===== src/rtl/data_reg_write_sequencer.sv =====
// Buffered register-file write sequencer: FIFO of {addr, data} drained one per cycle into a
// registered one-hot write enable. Optional build macro: WR_BYPASS_EN (empty-FIFO bypass).
module data_reg_write_sequencer #(
    parameter int DATA_W     = 8,
    parameter int ADDR_W     = 3,
    parameter int NUM_REGS   = 8,
    parameter int FIFO_DEPTH = 4
) (
    input  logic                          clk,
    input  logic                          rst_n,
    input  logic                          wr_valid,
    output logic                          wr_ready,
    input  logic [ADDR_W-1:0]             wr_addr,
    input  logic [DATA_W-1:0]             wr_data,
    input  logic                          hold_i,
    output logic [NUM_REGS-1:0]           reg_we,
    output logic [DATA_W-1:0]             reg_wdata,
    output logic                          err_o,
    output logic [$clog2(FIFO_DEPTH):0]   level_o
);

    localparam int PTR_W = $clog2(FIFO_DEPTH);
    localparam int LVL_W = PTR_W + 1;
    localparam int ENT_W = ADDR_W + DATA_W;
    localparam logic [ADDR_W:0]    NUM_REGS_V = (ADDR_W + 1)'(NUM_REGS);
    localparam logic [LVL_W-1:0]   DEPTH_V    = LVL_W'(FIFO_DEPTH);

    // Illegal addresses decode to an all-zero enable.
    function automatic logic [NUM_REGS-1:0] decode_onehot(input logic [ADDR_W-1:0] addr);
        logic [NUM_REGS-1:0] vec;
        for (int i = 0; i < NUM_REGS; i++) begin
            vec[i] = (addr == ADDR_W'(i));
        end
        return vec;
    endfunction

    function automatic logic addr_illegal(input logic [ADDR_W-1:0] addr);
        return ({1'b0, addr} >= NUM_REGS_V);
    endfunction

    logic [ENT_W-1:0]    mem_r [FIFO_DEPTH];
    logic [PTR_W-1:0]    wr_ptr_r;
    logic [PTR_W-1:0]    rd_ptr_r;
    logic [LVL_W-1:0]    level_r;
    logic [LVL_W-1:0]    level_next_s;
    logic [NUM_REGS-1:0] reg_we_r;
    logic [DATA_W-1:0]   reg_wdata_r;
    logic                err_r;

    logic                wr_ready_s;
    logic                push_s;
    logic                fifo_push_s;
    logic                pop_s;
    logic                bypass_s;
    logic                issue_s;
    logic [ADDR_W-1:0]   issue_addr_s;
    logic [DATA_W-1:0]   issue_data_s;
    logic [ENT_W-1:0]    head_s;

    // No pass-through when full: ready depends only on current occupancy.
    assign wr_ready_s  = rst_n & (level_r < DEPTH_V);
    assign push_s      = wr_valid & wr_ready_s;
    assign pop_s       = (level_r != {LVL_W{1'b0}}) & ~hold_i;
    assign head_s      = mem_r[rd_ptr_r];

`ifdef WR_BYPASS_EN
    assign bypass_s    = push_s & (level_r == {LVL_W{1'b0}}) & ~hold_i;
`else
    assign bypass_s    = 1'b0;
`endif

    assign fifo_push_s = push_s & ~bypass_s;

    // Select the write to issue this edge: FIFO head first, bypass only when empty.
    always_comb begin
        issue_s      = 1'b0;
        issue_addr_s = head_s[ENT_W-1:DATA_W];
        issue_data_s = head_s[DATA_W-1:0];
        if (pop_s) begin
            issue_s      = 1'b1;
            issue_addr_s = head_s[ENT_W-1:DATA_W];
            issue_data_s = head_s[DATA_W-1:0];
        end else if (bypass_s) begin
            issue_s      = 1'b1;
            issue_addr_s = wr_addr;
            issue_data_s = wr_data;
        end else begin
            issue_s      = 1'b0;
        end
    end

    // Occupancy update for push/pop combinations.
    always_comb begin
        level_next_s = level_r;
        case ({fifo_push_s, pop_s})
            2'b10:   level_next_s = level_r + LVL_W'(1);
            2'b01:   level_next_s = level_r - LVL_W'(1);
            default: level_next_s = level_r;
        endcase
    end

    // FIFO storage; entries are only meaningful between the pointers, so no reset.
    always_ff @(posedge clk) begin
        if (fifo_push_s) begin
            mem_r[wr_ptr_r] <= {wr_addr, wr_data};
        end
    end

    // Pointers and occupancy; reset discards every pending write.
    always_ff @(posedge clk) begin
        if (!rst_n) begin
            wr_ptr_r <= {PTR_W{1'b0}};
            rd_ptr_r <= {PTR_W{1'b0}};
            level_r  <= {LVL_W{1'b0}};
        end else begin
            if (fifo_push_s) begin
                wr_ptr_r <= wr_ptr_r + PTR_W'(1);
            end
            if (pop_s) begin
                rd_ptr_r <= rd_ptr_r + PTR_W'(1);
            end
            level_r <= level_next_s;
        end
    end

    // Registered write port towards the register bank; wdata holds between writes.
    always_ff @(posedge clk) begin
        if (!rst_n) begin
            reg_we_r    <= {NUM_REGS{1'b0}};
            reg_wdata_r <= {DATA_W{1'b0}};
            err_r       <= 1'b0;
        end else if (issue_s) begin
            reg_we_r    <= decode_onehot(issue_addr_s);
            reg_wdata_r <= issue_data_s;
            err_r       <= addr_illegal(issue_addr_s);
        end else begin
            reg_we_r    <= {NUM_REGS{1'b0}};
            err_r       <= 1'b0;
        end
    end

    assign wr_ready  = wr_ready_s;
    assign reg_we    = reg_we_r;
    assign reg_wdata = reg_wdata_r;
    assign err_o     = err_r;
    assign level_o   = level_r;

endmodule

===== config.mk =====
export PLATFORM = sky130hd
export DESIGN_NAME = data_reg_write_sequencer
export DESIGN_NICKNAME = d
export VERILOG_FILES = /design/src/rtl/data_reg_write_sequencer.sv
export SDC_FILE = /design/constraint.sdc
export NUM_CORES = 1
export LEC_CHECK = 0
export CELL_PAD_IN_SITES_DETAIL_PLACEMENT = 1
export CELL_PAD_IN_SITES_GLOBAL_PLACEMENT = 2
export CORE_UTILIZATION = 41
export DETAILED_ROUTE_END_ITERATION = 12
export PLACE_DENSITY = 0.87
export RECOVER_POWER = 25
export SLEW_MARGIN = 10
export SYNTH_ARGS = -nofsm -noshare
export SYNTH_HDL_FRONTEND = slang
export SYNTH_SLANG_ARGS = --single-unit

===== constraint.sdc =====
create_clock -name clk -period 4.6 [get_ports clk]
set_input_delay 0.69 -clock clk [delete_from_list [all_inputs] [get_ports clk]]
set_output_delay 0.69 -clock clk [all_outputs]
set_load 0.1 [all_outputs]

# ---- Word level (Yosys, flattened, before mapping)
# Memories as Yosys holds them, arrays and structs flattened. A register that Yosys moved wholly into a read port is not among the register bits.
# Cells that the tools add are included.
dict set report word_totals {
  reg_bits 23
  in_bits 15
  ramBits 44
  wordCells 34
  n_memories 1
}
dict set report op_classes {
  bitwise 4
  n_addsub 4
  n_reduce_logical 4
  n_eq_ne 9
  magnitude_cmp 1
  mux 6
}
# memory depth width rd rd_clocked_by_memory_dff write_ports line
set memory_table {}
lappend memory_table {mem_r 4 11 1 1 1 41} ;# logic [ENT_W-1:0] mem_r [FIFO_DEPTH];
# op count
set op_table {}
lappend op_table {{$eq A3 B3 Y1 const B} 4}
lappend op_table {{$eq A3 B2 Y1 const B} 2}
lappend op_table {{$pmux W3 S2} 1}
lappend op_table {{$add A2 B1 Y2 const B} 2}
lappend op_table {{$mux W2} 2}
lappend op_table {{$add A3 B1 Y3 const B} 1}
lappend op_table {{$and A1 B1 Y1} 3}
lappend op_table {{$eq A3 B1 Y1 const B} 1}
lappend op_table {{$logic_not A3 Y1} 1}
lappend op_table {{$lt A3 B3 Y1 const B} 1}
lappend op_table {{$mux W1} 3}
lappend op_table {{$reduce_bool A3 Y1} 1}
lappend op_table {{$sub A3 B1 Y3 const B} 1}
lappend op_table {{$eq A2 B1 Y1 const B} 1}
lappend op_table {{$eq A2 B2 Y1 const B} 1}
lappend op_table {{$reduce_and A2 Y1} 1}
lappend op_table {{$reduce_bool A2 Y1} 1}
lappend op_table {{$not A1 Y1} 1}

# ---- Depth between registers and ports, before layout
# Gate-level depths: netlist of the first run.
dict set report depth {
  word_depth 5
  depth_mapped 10
  mapped_depth_nobuf 8
}

# ---- Least setup slack after synthesis of the first run
# Ideal clock, no wire load.
dict set report synth_path {
  path_kind {input port to output port}
  startpoint {input rst_n}
  endpoint {output wr_ready}
  required_ns 3.910
  stages 4
  arrival_time_ns 2.387
  path_slack_ns 1.523
  cell_sequence {buf_2 > inv_1 > clkbuf_1 > nor2_1}
}
dict set report synth_between {
  elab_chain_cells 1
}
# item line
set synth_rtl {}
lappend synth_rtl {{start: declaration} 10} ;# input logic rst_n,
lappend synth_rtl {{$and A1 B1 Y1} 61} ;# assign wr_ready_s = rst_n & (level_r < DEPTH_V);
lappend synth_rtl {{end: declaration} 12} ;# output logic wr_ready,
# No other way between the ends.

# ---- Worst setup path in the final report of the first run
dict set report layout_path {
  startpoint {input hold_i}
  endpoint {register level_r[2], in the netlist level_o[2]}
}
dict set report layout_between {
  elab_chain_cells 4
  elab_cells_between_ends 6
  cone_classes {2 x eq/ne; 1 x mux; 2 x bitwise; 1 x reduce/logical}
}
# item line
set layout_rtl {}
lappend layout_rtl {{start: declaration} 15} ;# input logic hold_i,
lappend layout_rtl {{$not A1 Y1 *} 63} ;# assign pop_s = (level_r != {LVL_W{1'b0}}) & ~hold_i;
lappend layout_rtl {{$and A1 B1 Y1 *} 63}
lappend layout_rtl {{$eq A2 B1 Y1 / $eq A2 B2 Y1 (equally long branches)} 95} ;# case ({fifo_push_s, pop_s})
lappend layout_rtl {{$pmux W3 S2 / $reduce_bool A2 Y1 (equally long branches)} --}
lappend layout_rtl {{end signal: assignment} 114} ;# level_r <= {LVL_W{1'b0}};
lappend layout_rtl {{end signal: assignment} 122} ;# level_r <= level_next_s;
lappend layout_rtl {{end: declaration} 44} ;# logic [LVL_W-1:0] level_r;
# Every way passes the cells marked *; elsewhere a longest branch is shown, timed or not.
# A chain may end at the register's enable or synchronous reset.

==> results of run 1 <==
-- path summary, 6_finish.rpt --
| check | startpoint | endpoint | depth (start not counted) |
|---|---|---|---|
| worst max-delay path | hold_i | level_o[2]$_SDFFE_PN0P_ | 8 |
| worst min-delay path | reg_wdata[6]$_SDFFE_PN0P_ | reg_wdata[6]$_SDFFE_PN0P_ | 2 |
| worst max register to register | level_o[2]$_SDFFE_PN0P_ | level_o[2]$_SDFFE_PN0P_ | 8 |
| worst min register to register | reg_wdata[6]$_SDFFE_PN0P_ | reg_wdata[6]$_SDFFE_PN0P_ | 2 |
-- layout make-up --
class | instances | area share
Sequential cell | 69 | 0.583
Multi-Input combinational cell | 77 | 0.219
Timing Repair Buffer | 34 | 0.108
Clock buffer | 9 | 0.0396
Tap cell | 75 | 0.0300
Clock inverter | 7 | 0.0104
Inverter | 8 | 0.00961
-- through the flow --
step / setup slack [ns] / cells
2_1_floorplan: 1.52 / 160
3_3_place_gp: 1.51 / 263
3_5_place_dp: 1.32 / 263
4_1_cts: 1.67 / 279
5_1_grt: 1.54 / 279
6_report: 1.69 / 279
-- routing by layer --
| layer | track usage | share of wire | vias up |
|---|---|---|---|
| met5 | 0 | 0 | - |
| met4 | 0.0839 | 0.019 | 0 |
| met3 | 0.0404 | 0.037 | 8 |
| met2 | 0.284 | 0.51 | 38 |
| met1 | 0.195 | 0.43 | 675 |
| li1 | - | - | 669 |
-- layout by cell type (no fill, tap or decap), types with 4 or more instances in the layout --
| cell type | Yosys | final |
|---|---|---|
| a21oi_1 | 5 | 5 |
| and2_1 | 4 | 4 |
| clkbuf_8 | 0 | 9 |
| clkdlybuf4s50_1 | 0 | 24 |
| clkinv_1 | 0 | 4 |
| dfxtp_1 | 25 | 25 |
| dlygate4sd3_1 | 0 | 9 |
| edfxtp_1 | 44 | 44 |
| ha_1 | 5 | 5 |
| inv_1 | 8 | 8 |
| mux4_2 | 11 | 11 |
| nand2_1 | 10 | 10 |
| nor2_1 | 14 | 14 |
| o2bb2ai_1 | 8 | 8 |
-- sequential cells by signal, indices dropped and copies added, names as in the netlist, named ones only --
name       flops
mem_r         44
reg_wdata      8
reg_we         8
level_o        3
rd_ptr_r       2
wr_ptr_r       2
-- critical path, delay by kind of cell --
| kind | cells | cell delay (ns) |
|---|---|---|
| adder cells (fa/ha/maj) | 2 | 0.67 |
| AO/OA/AOI/OAI | 1 | 0.14 |
| AND/OR/NAND/NOR | 2 | 0.87 |
| XOR/XNOR | 1 | 0.18 |
| buffers and inverters | 2 | 0.61 |
-- logic make-up (layout without fill, tap and decap cells) --
| group | after synthesis | count (layout) | synth area share |
|---|---|---|---|
| AOI/OAI and AO/OA | 17 | 17 | 0.0467 |
| xor gates and xnor gates | 3 | 3 | 0.0102 |
| adders and majority gates | 6 | 6 | 0.0321 |
| buffers and inverters | 14 | 58 | 0.0253 |
| DFF | 69 | 69 | 0.709 |
| muxes | 11 | 11 | 0.0964 |
| other | 1 | 1 | 0.00146 |
| and+or+nand+nor | 39 | 39 | 0.0793 |
-- where the power goes --
group,internal (W),switching (W),leakage [nW]
registers,0.000719,0.0000591,0.603
logic,0.000165,0.000364,0.341
clock network,0.000186,0.000211,0.0789
total,0.00107,0.000634,1.02
==> flow_results.xml, run 1 <==
<?xml version="1.0" encoding="UTF-8"?>
<metrics>
  <group name="detailed_routing">
    <metric name="remaining_drc_errors" unit="">0</metric>
    <metric name="avgRoutedWirePerCell" unit="um">16.9</metric>
    <metric name="first_iter_violations" unit="">62</metric>
    <metric name="routed_wirelength" unit="um">4720</metric>
    <metric name="detail-route-antenna-nets" unit="">0</metric>
    <metric name="drt_pass1_iterations" unit="">4</metric>
    <metric name="route.vias.total" unit="">1390</metric>
    <metric name="dr_vias_cell" unit="">4.98</metric>
  </group>
  <group name="yosys">
    <metric name="ys.flop_type" unit="">edfxtp_1</metric>
    <metric name="synth-edff-count" unit="">44</metric>
    <metric name="post_synthesis_sequential_area_ratio" unit="">0.709</metric>
    <metric name="synth.yosys.warnings" unit="">0</metric>
    <metric name="synth.largest_area_cell" unit="">edfxtp_1</metric>
    <metric name="synth_cell_type_count" unit="">28</metric>
    <metric name="synth_largest_type_area_fraction" unit="">0.514</metric>
    <metric name="synthTopCellsByCount" unit="">edfxtp_1 (44), dfxtp_1 (25), nor2_1 (14)</metric>
    <metric name="top_area_cells_in_the_synthesized_netlist" unit="">edfxtp_1 (51%), dfxtp_1 (19%), mux4_2 (9.6%), o2bb2ai_1 (2.7%), ha_1 (2.4%)</metric>
    <metric name="yosys.cell_count.top_type" unit="">edfxtp_1</metric>
    <metric name="mappedNetlistNets" unit="">181</metric>
    <metric name="ys_seq_elements" unit="">69</metric>
    <metric name="avgSynthCellArea" unit="um^2">16.1</metric>
    <metric name="async_reset_ff_frac" unit="">0</metric>
    <metric name="netlist_instances" unit="">160</metric>
    <metric name="netlist_area" unit="um^2">2570</metric>
  </group>
  <group name="critical_path">
    <metric name="crit_path_cell_trace" unit="">clkdlybuf4s50_1 -&gt; nor2_1 -&gt; ha_1 -&gt; inv_1 -&gt; fa_1 -&gt; xor2_1 -&gt; or3_1 -&gt; a21oi_1</metric>
    <metric name="critPathLaunchType" unit="">input port</metric>
    <metric name="regToRegSetupSlack" unit="ns">2.10</metric>
    <metric name="timing_worst_setup_path_type" unit="">in -&gt; reg</metric>
    <metric name="sort_of_element_at_the_end_of_the_critical_path" unit="">register</metric>
    <metric name="critical_path_arrival" unit="ns">3.17</metric>
    <metric name="cp.required" unit="ns">4.86</metric>
    <metric name="biggest_cell_delay_along_the_critical_path" unit="ns">0.57</metric>
    <metric name="critical_path.max_fanout" unit="">9</metric>
    <metric name="crit_slowest_cell" unit="">nor2_1</metric>
  </group>
  <group name="floorplanning">
    <metric name="core" unit="um^2">5990</metric>
    <metric name="die_w" unit="um">81.2</metric>
    <metric name="floorplan.io_pins" unit="">36</metric>
    <metric name="fp.dieArea" unit="um^2">6590</metric>
    <metric name="fp-row-count" unit="">28</metric>
    <metric name="chipHeight" unit="um">81.2</metric>
    <metric name="initial_core_util" unit="">0.429</metric>
  </group>
  <group name="clock_network">
    <metric name="clock_insertion_delay_worst_skew" unit="ns">0.33</metric>
    <metric name="cts_hold_buffers" unit="">0</metric>
    <metric name="clock_path_buffers" unit="">2</metric>
    <metric name="ctsResizeCount" unit="">0</metric>
    <metric name="clock_tree.htree_level_count" unit="">3</metric>
    <metric name="clk_pin_slew" unit="ns">0.07</metric>
    <metric name="cts_made_buffers" unit="">9</metric>
    <metric name="ctsRootBufferMaster" unit="">clkbuf_8</metric>
    <metric name="tritoncts" unit="">yes</metric>
    <metric name="numClockSinks" unit="">69</metric>
    <metric name="cts.repair_timing.setup_buffer_count" unit="">0</metric>
  </group>
  <group name="global_route">
    <metric name="maximum_number_of_pins_on_one_net_before_global_route_repair" unit="">13</metric>
    <metric name="antenna_violations_before_repair" unit="">0</metric>
    <metric name="grt_pass1_vias" unit="">1536</metric>
    <metric name="gr_overflow_total" unit="">0</metric>
    <metric name="grt_first_pass_wirelength" unit="um">7560</metric>
    <metric name="grt_use_total" unit="">0.166</metric>
  </group>
  <group name="timing">
    <metric name="clock.fmax" unit="MHz">344</metric>
    <metric name="rsz_0062_raised_after_global_routing" unit="">false</metric>
    <metric name="hold_viol_final" unit="">0</metric>
    <metric name="max_slew_violation_count" unit="">0</metric>
    <metric name="timing.hold.ws" unit="ns">0.484</metric>
    <metric name="setup_viol" unit="">0</metric>
    <metric name="post-route-min-period" unit="ns">2.91</metric>
    <metric name="summed_negative_setup_slack_over_all_endpoints" unit="ns">0</metric>
    <metric name="final.setup_skew" unit="ns">0.00522</metric>
    <metric name="max-slew-margin-rel" unit="">0.345</metric>
    <metric name="timing.final.crit_share" unit="">0.632</metric>
    <metric name="tightestPinTransition" unit="ns">0.980</metric>
  </group>
  <group name="layout">
    <metric name="fillers" unit="">568</metric>
    <metric name="syn2layout_area_growth" unit="%">21.5</metric>
    <metric name="layout.core_utilization" unit="">0.522</metric>
    <metric name="post_route_cells_drive_above_1_share" unit="">0.132</metric>
    <metric name="final_nets" unit="">220</metric>
    <metric name="register_area" unit="um^2">1820</metric>
    <metric name="antenna_cells" unit="">0</metric>
    <metric name="final_design_area_no_fill" unit="um^2">3120</metric>
    <metric name="multi_input_comb_area" unit="um^2">684</metric>
  </group>
  <group name="hold_path">
    <metric name="hold_class" unit="">reg -&gt; reg</metric>
  </group>
  <group name="place">
    <metric name="port-buffer-count" unit="">34</metric>
    <metric name="post-dp-hpwl" unit="um">3250</metric>
    <metric name="dpl-instance-area" unit="um^2">2970</metric>
    <metric name="gp_congestion" unit="">0.737</metric>
  </group>
  <group name="power">
    <metric name="power_per_cell_area" unit="nW/um^2">546</metric>
    <metric name="ir_worst_vdd" unit="uV">365</metric>
    <metric name="power.total" unit="W">0.00170</metric>
    <metric name="power_leakage" unit="nW">1.02</metric>
  </group>
  <group name="run_status">
    <metric name="status" unit="">finished clean</metric>
  </group>
  <group name="run">
    <metric name="drv.max_cap_violation_count" unit="">0</metric>
  </group>
</metrics>
Note: power is estimated with default switching activity, not from simulation.
==> run 2: changes to the inputs <==
Settings changed: CORE_UTILIZATION 41 to 35, PLACE_DENSITY 0.87 to 0.8.
Clock period 4.6 ns to 2.6 ns, I/O delays scaled along.
==> flow_results.xml, run 2 (synthesis gave the netlist of run 1 again) <==
<?xml version="1.0" encoding="UTF-8"?>
<metrics>
  <group name="global_route">
    <metric name="grt_first_pass_wirelength" unit="um">8220</metric>
    <metric name="grt.busiest_layer" unit="">met2</metric>
    <metric name="use_met2" unit="">0.278</metric>
    <metric name="gr_overflow_total" unit="">0</metric>
    <metric name="grt_pass1_vias" unit="">1617</metric>
    <metric name="grt_use_total" unit="">0.150</metric>
    <metric name="grt_use_met1" unit="">0.159</metric>
    <metric name="global_route.usage.met3" unit="">0.0320</metric>
    <metric name="maximum_number_of_pins_on_one_net_before_global_route_repair" unit="">13</metric>
    <metric name="antenna_violations_before_repair" unit="">0</metric>
  </group>
  <group name="detailed_routing">
    <metric name="avgRoutedWirePerCell" unit="um">16.1</metric>
    <metric name="route.vias.total" unit="">1462</metric>
    <metric name="first_iter_violations" unit="">92</metric>
    <metric name="dr_vias_cell" unit="">4.70</metric>
    <metric name="detail-route-antenna-nets" unit="">0</metric>
    <metric name="remaining_drc_errors" unit="">0</metric>
    <metric name="routed_wirelength" unit="um">5000</metric>
    <metric name="drt_pass1_iterations" unit="">4</metric>
  </group>
  <group name="run_status">
    <metric name="status" unit="">finished clean</metric>
  </group>
  <group name="clock_network">
    <metric name="cts_made_buffers" unit="">9</metric>
    <metric name="numClockSinks" unit="">69</metric>
    <metric name="clock_tree.htree_level_count" unit="">3</metric>
    <metric name="clock_insertion_delay_worst_skew" unit="ns">0.34</metric>
    <metric name="tritoncts" unit="">yes</metric>
    <metric name="ctsResizeCount" unit="">0</metric>
    <metric name="ctsRootBufferMaster" unit="">clkbuf_8</metric>
    <metric name="clk_pin_slew" unit="ns">0.07</metric>
    <metric name="cts.repair_timing.setup_buffer_count" unit="">0</metric>
    <metric name="cts_hold_buffers" unit="">0</metric>
    <metric name="clock_path_buffers" unit="">2</metric>
  </group>
  <group name="critical_path">
    <metric name="r2r-start" unit="">level_o[2]$_SDFFE_PN0P_</metric>
    <metric name="crit_slowest_cell" unit="">clkdlybuf4s50_1</metric>
    <metric name="r2r-end" unit="">level_o[2]$_SDFFE_PN0P_</metric>
    <metric name="critical_path.max_fanout" unit="">12</metric>
    <metric name="critPathTopFamily" unit="">buffers and inverters</metric>
    <metric name="sort_of_element_at_the_end_of_the_critical_path" unit="">output pin</metric>
    <metric name="timing.reg2reg.worst_path_depth" unit="">8</metric>
    <metric name="timing_worst_setup_path_type" unit="">in -&gt; out</metric>
    <metric name="biggest_cell_delay_along_the_critical_path" unit="ns">0.53</metric>
    <metric name="regToRegSetupSlack" unit="ns">0.53</metric>
    <metric name="cp.required" unit="ns">2.21</metric>
    <metric name="critical_path.n_buffers_inverters" unit="">4</metric>
    <metric name="critical_path_arrival" unit="ns">1.78</metric>
    <metric name="critPathLaunchType" unit="">input port</metric>
    <metric name="crit_path_cell_trace" unit="">clkdlybuf4s50_1 -&gt; buf_4 -&gt; inv_1 -&gt; nor2_1 -&gt; buf_12</metric>
  </group>
  <group name="place">
    <metric name="dpl.cell_count" unit="">295</metric>
    <metric name="post-dp-hpwl" unit="um">3510</metric>
    <metric name="gp_congestion" unit="">0.694</metric>
    <metric name="dpl-instance-area" unit="um^2">3050</metric>
    <metric name="port-buffer-count" unit="">34</metric>
  </group>
  <group name="timing">
    <metric name="timing.final.crit_share" unit="">0.834</metric>
    <metric name="hold_viol_final" unit="">0</metric>
    <metric name="summed_negative_setup_slack_over_all_endpoints" unit="ns">0</metric>
    <metric name="max_slew_violation_count" unit="">0</metric>
    <metric name="final.setup_skew" unit="ns">0.00512</metric>
    <metric name="setup_viol" unit="">0</metric>
    <metric name="rsz_0062_raised_after_global_routing" unit="">false</metric>
    <metric name="post-route-min-period" unit="ns">2.17</metric>
    <metric name="clock.fmax" unit="MHz">461</metric>
  </group>
  <group name="power">
    <metric name="power.total" unit="W">0.00313</metric>
    <metric name="ir_worst_vdd" unit="uV">260</metric>
    <metric name="power_leakage" unit="nW">1.13</metric>
    <metric name="power_per_cell_area" unit="nW/um^2">970</metric>
  </group>
  <group name="layout">
    <metric name="largest_register_ffs" unit="">44</metric>
    <metric name="layoutNonFillerInstCount" unit="">311</metric>
    <metric name="fillers" unit="">705</metric>
    <metric name="final_nets" unit="">231</metric>
    <metric name="antenna_cells" unit="">0</metric>
    <metric name="leading_cell_type_in_the_layout_fill_and_taps_excluded" unit="">edfxtp_1</metric>
    <metric name="largest_register" unit="">mem_r</metric>
    <metric name="post_route_cells_drive_above_1_share" unit="">0.293</metric>
    <metric name="final_design_area_no_fill" unit="um^2">3220</metric>
    <metric name="layout.core_utilization" unit="">0.464</metric>
    <metric name="layout_common_cells" unit="">edfxtp_1 (44), buf_4 (30), dfxtp_1 (22)</metric>
    <metric name="syn2layout_area_growth" unit="%">25.4</metric>
  </group>
  <group name="hold_path">
    <metric name="timing.hold.worst_path_depth" unit="">2</metric>
    <metric name="min-delay-start" unit="">reg_wdata[5]$_SDFFE_PN0P_</metric>
    <metric name="hold_end" unit="">reg_wdata[5]$_SDFFE_PN0P_</metric>
    <metric name="hold_class" unit="">reg -&gt; reg</metric>
  </group>
  <group name="floorplanning">
    <metric name="chipHeight" unit="um">87.7</metric>
    <metric name="fp-row-count" unit="">30</metric>
    <metric name="floorplan.io_pins" unit="">36</metric>
    <metric name="initial_core_util" unit="">0.370</metric>
    <metric name="fp.dieArea" unit="um^2">7690</metric>
    <metric name="die_w" unit="um">87.7</metric>
    <metric name="core" unit="um^2">6940</metric>
  </group>
  <group name="run">
    <metric name="drv.max_cap_violation_count" unit="">0</metric>
  </group>
</metrics>
==> run 2: routing by layer <==
metal / wire, um / vias to the layer above / part of all wire
li1: - / 692 / -
met1: 1920 / 728 / 0.38
met2: 2800 / 34 / 0.56
met3: 226 / 8 / 0.045
met4: 51 / 0 / 0.010
met5: 0 / - / 0
==> run 2: area by class of cell <==
cell class                      count  area [um^2]  share of cell area
Clock inverter                      5         36.3              0.0113
Multi-Input combinational cell     77          684               0.212
Tap cell                           96          120              0.0373
Sequential cell                    69         1830               0.566
Clock buffer                       11          141              0.0439
Inverter                            8         30.0             0.00932
Timing Repair Buffer               45          385               0.120
==> run 2: worst register-to-register path: cells and delay by family, from the launching register on <==
kind / cells / cell delay (ns)
AOI/OAI and AO/OA: 1 / 0.14
xor gates and xnor gates: 1 / 0.18
adders and majority gates: 2 / 0.63
buffers and inverters: 1 / 0.07
DFF: 1 / 0.39
and+or+nand+nor: 3 / 0.60
==> run 2: how the worst max path moves through the flow <==
stage / slack, ns / end / depth (start not counted) / from
finish: 0.43 / wr_ready / 5 / rst_n
global route: 0.33 / wr_ready / 5 / rst_n
CTS: 0.39 / wr_ready / 5 / rst_n
detailed placement: 0.11 / level_o[2]$_SDFFE_PN0P_ / 9 / rst_n
global placement: 0.19 / level_o[2]$_SDFFE_PN0P_ / 9 / rst_n
floorplan: 0.06 / level_o[2]$_SDFFE_PN0P_ / 8 / level_o[2]$_SDFFE_PN0P_
==> run 2: per-stage QoR <==
step           hold WS (ns)  setup slack [ns]
3_3_place_gp          0.453             0.187
6_report              0.467             0.433
3_5_place_dp          0.461             0.109
5_1_grt               0.502             0.325
4_1_cts               0.472             0.386
2_1_floorplan         0.453            0.0595
==> run 2: power by group <==
group / switching (W) / internal, W / total, W
registers: 0.0000771 / 0.00128 / 0.00135
clock network: 0.000401 / 0.000372 / 0.000773
logic: 0.000687 / 0.000312 / 0.00100
total: 0.00117 / 0.00196 / 0.00313
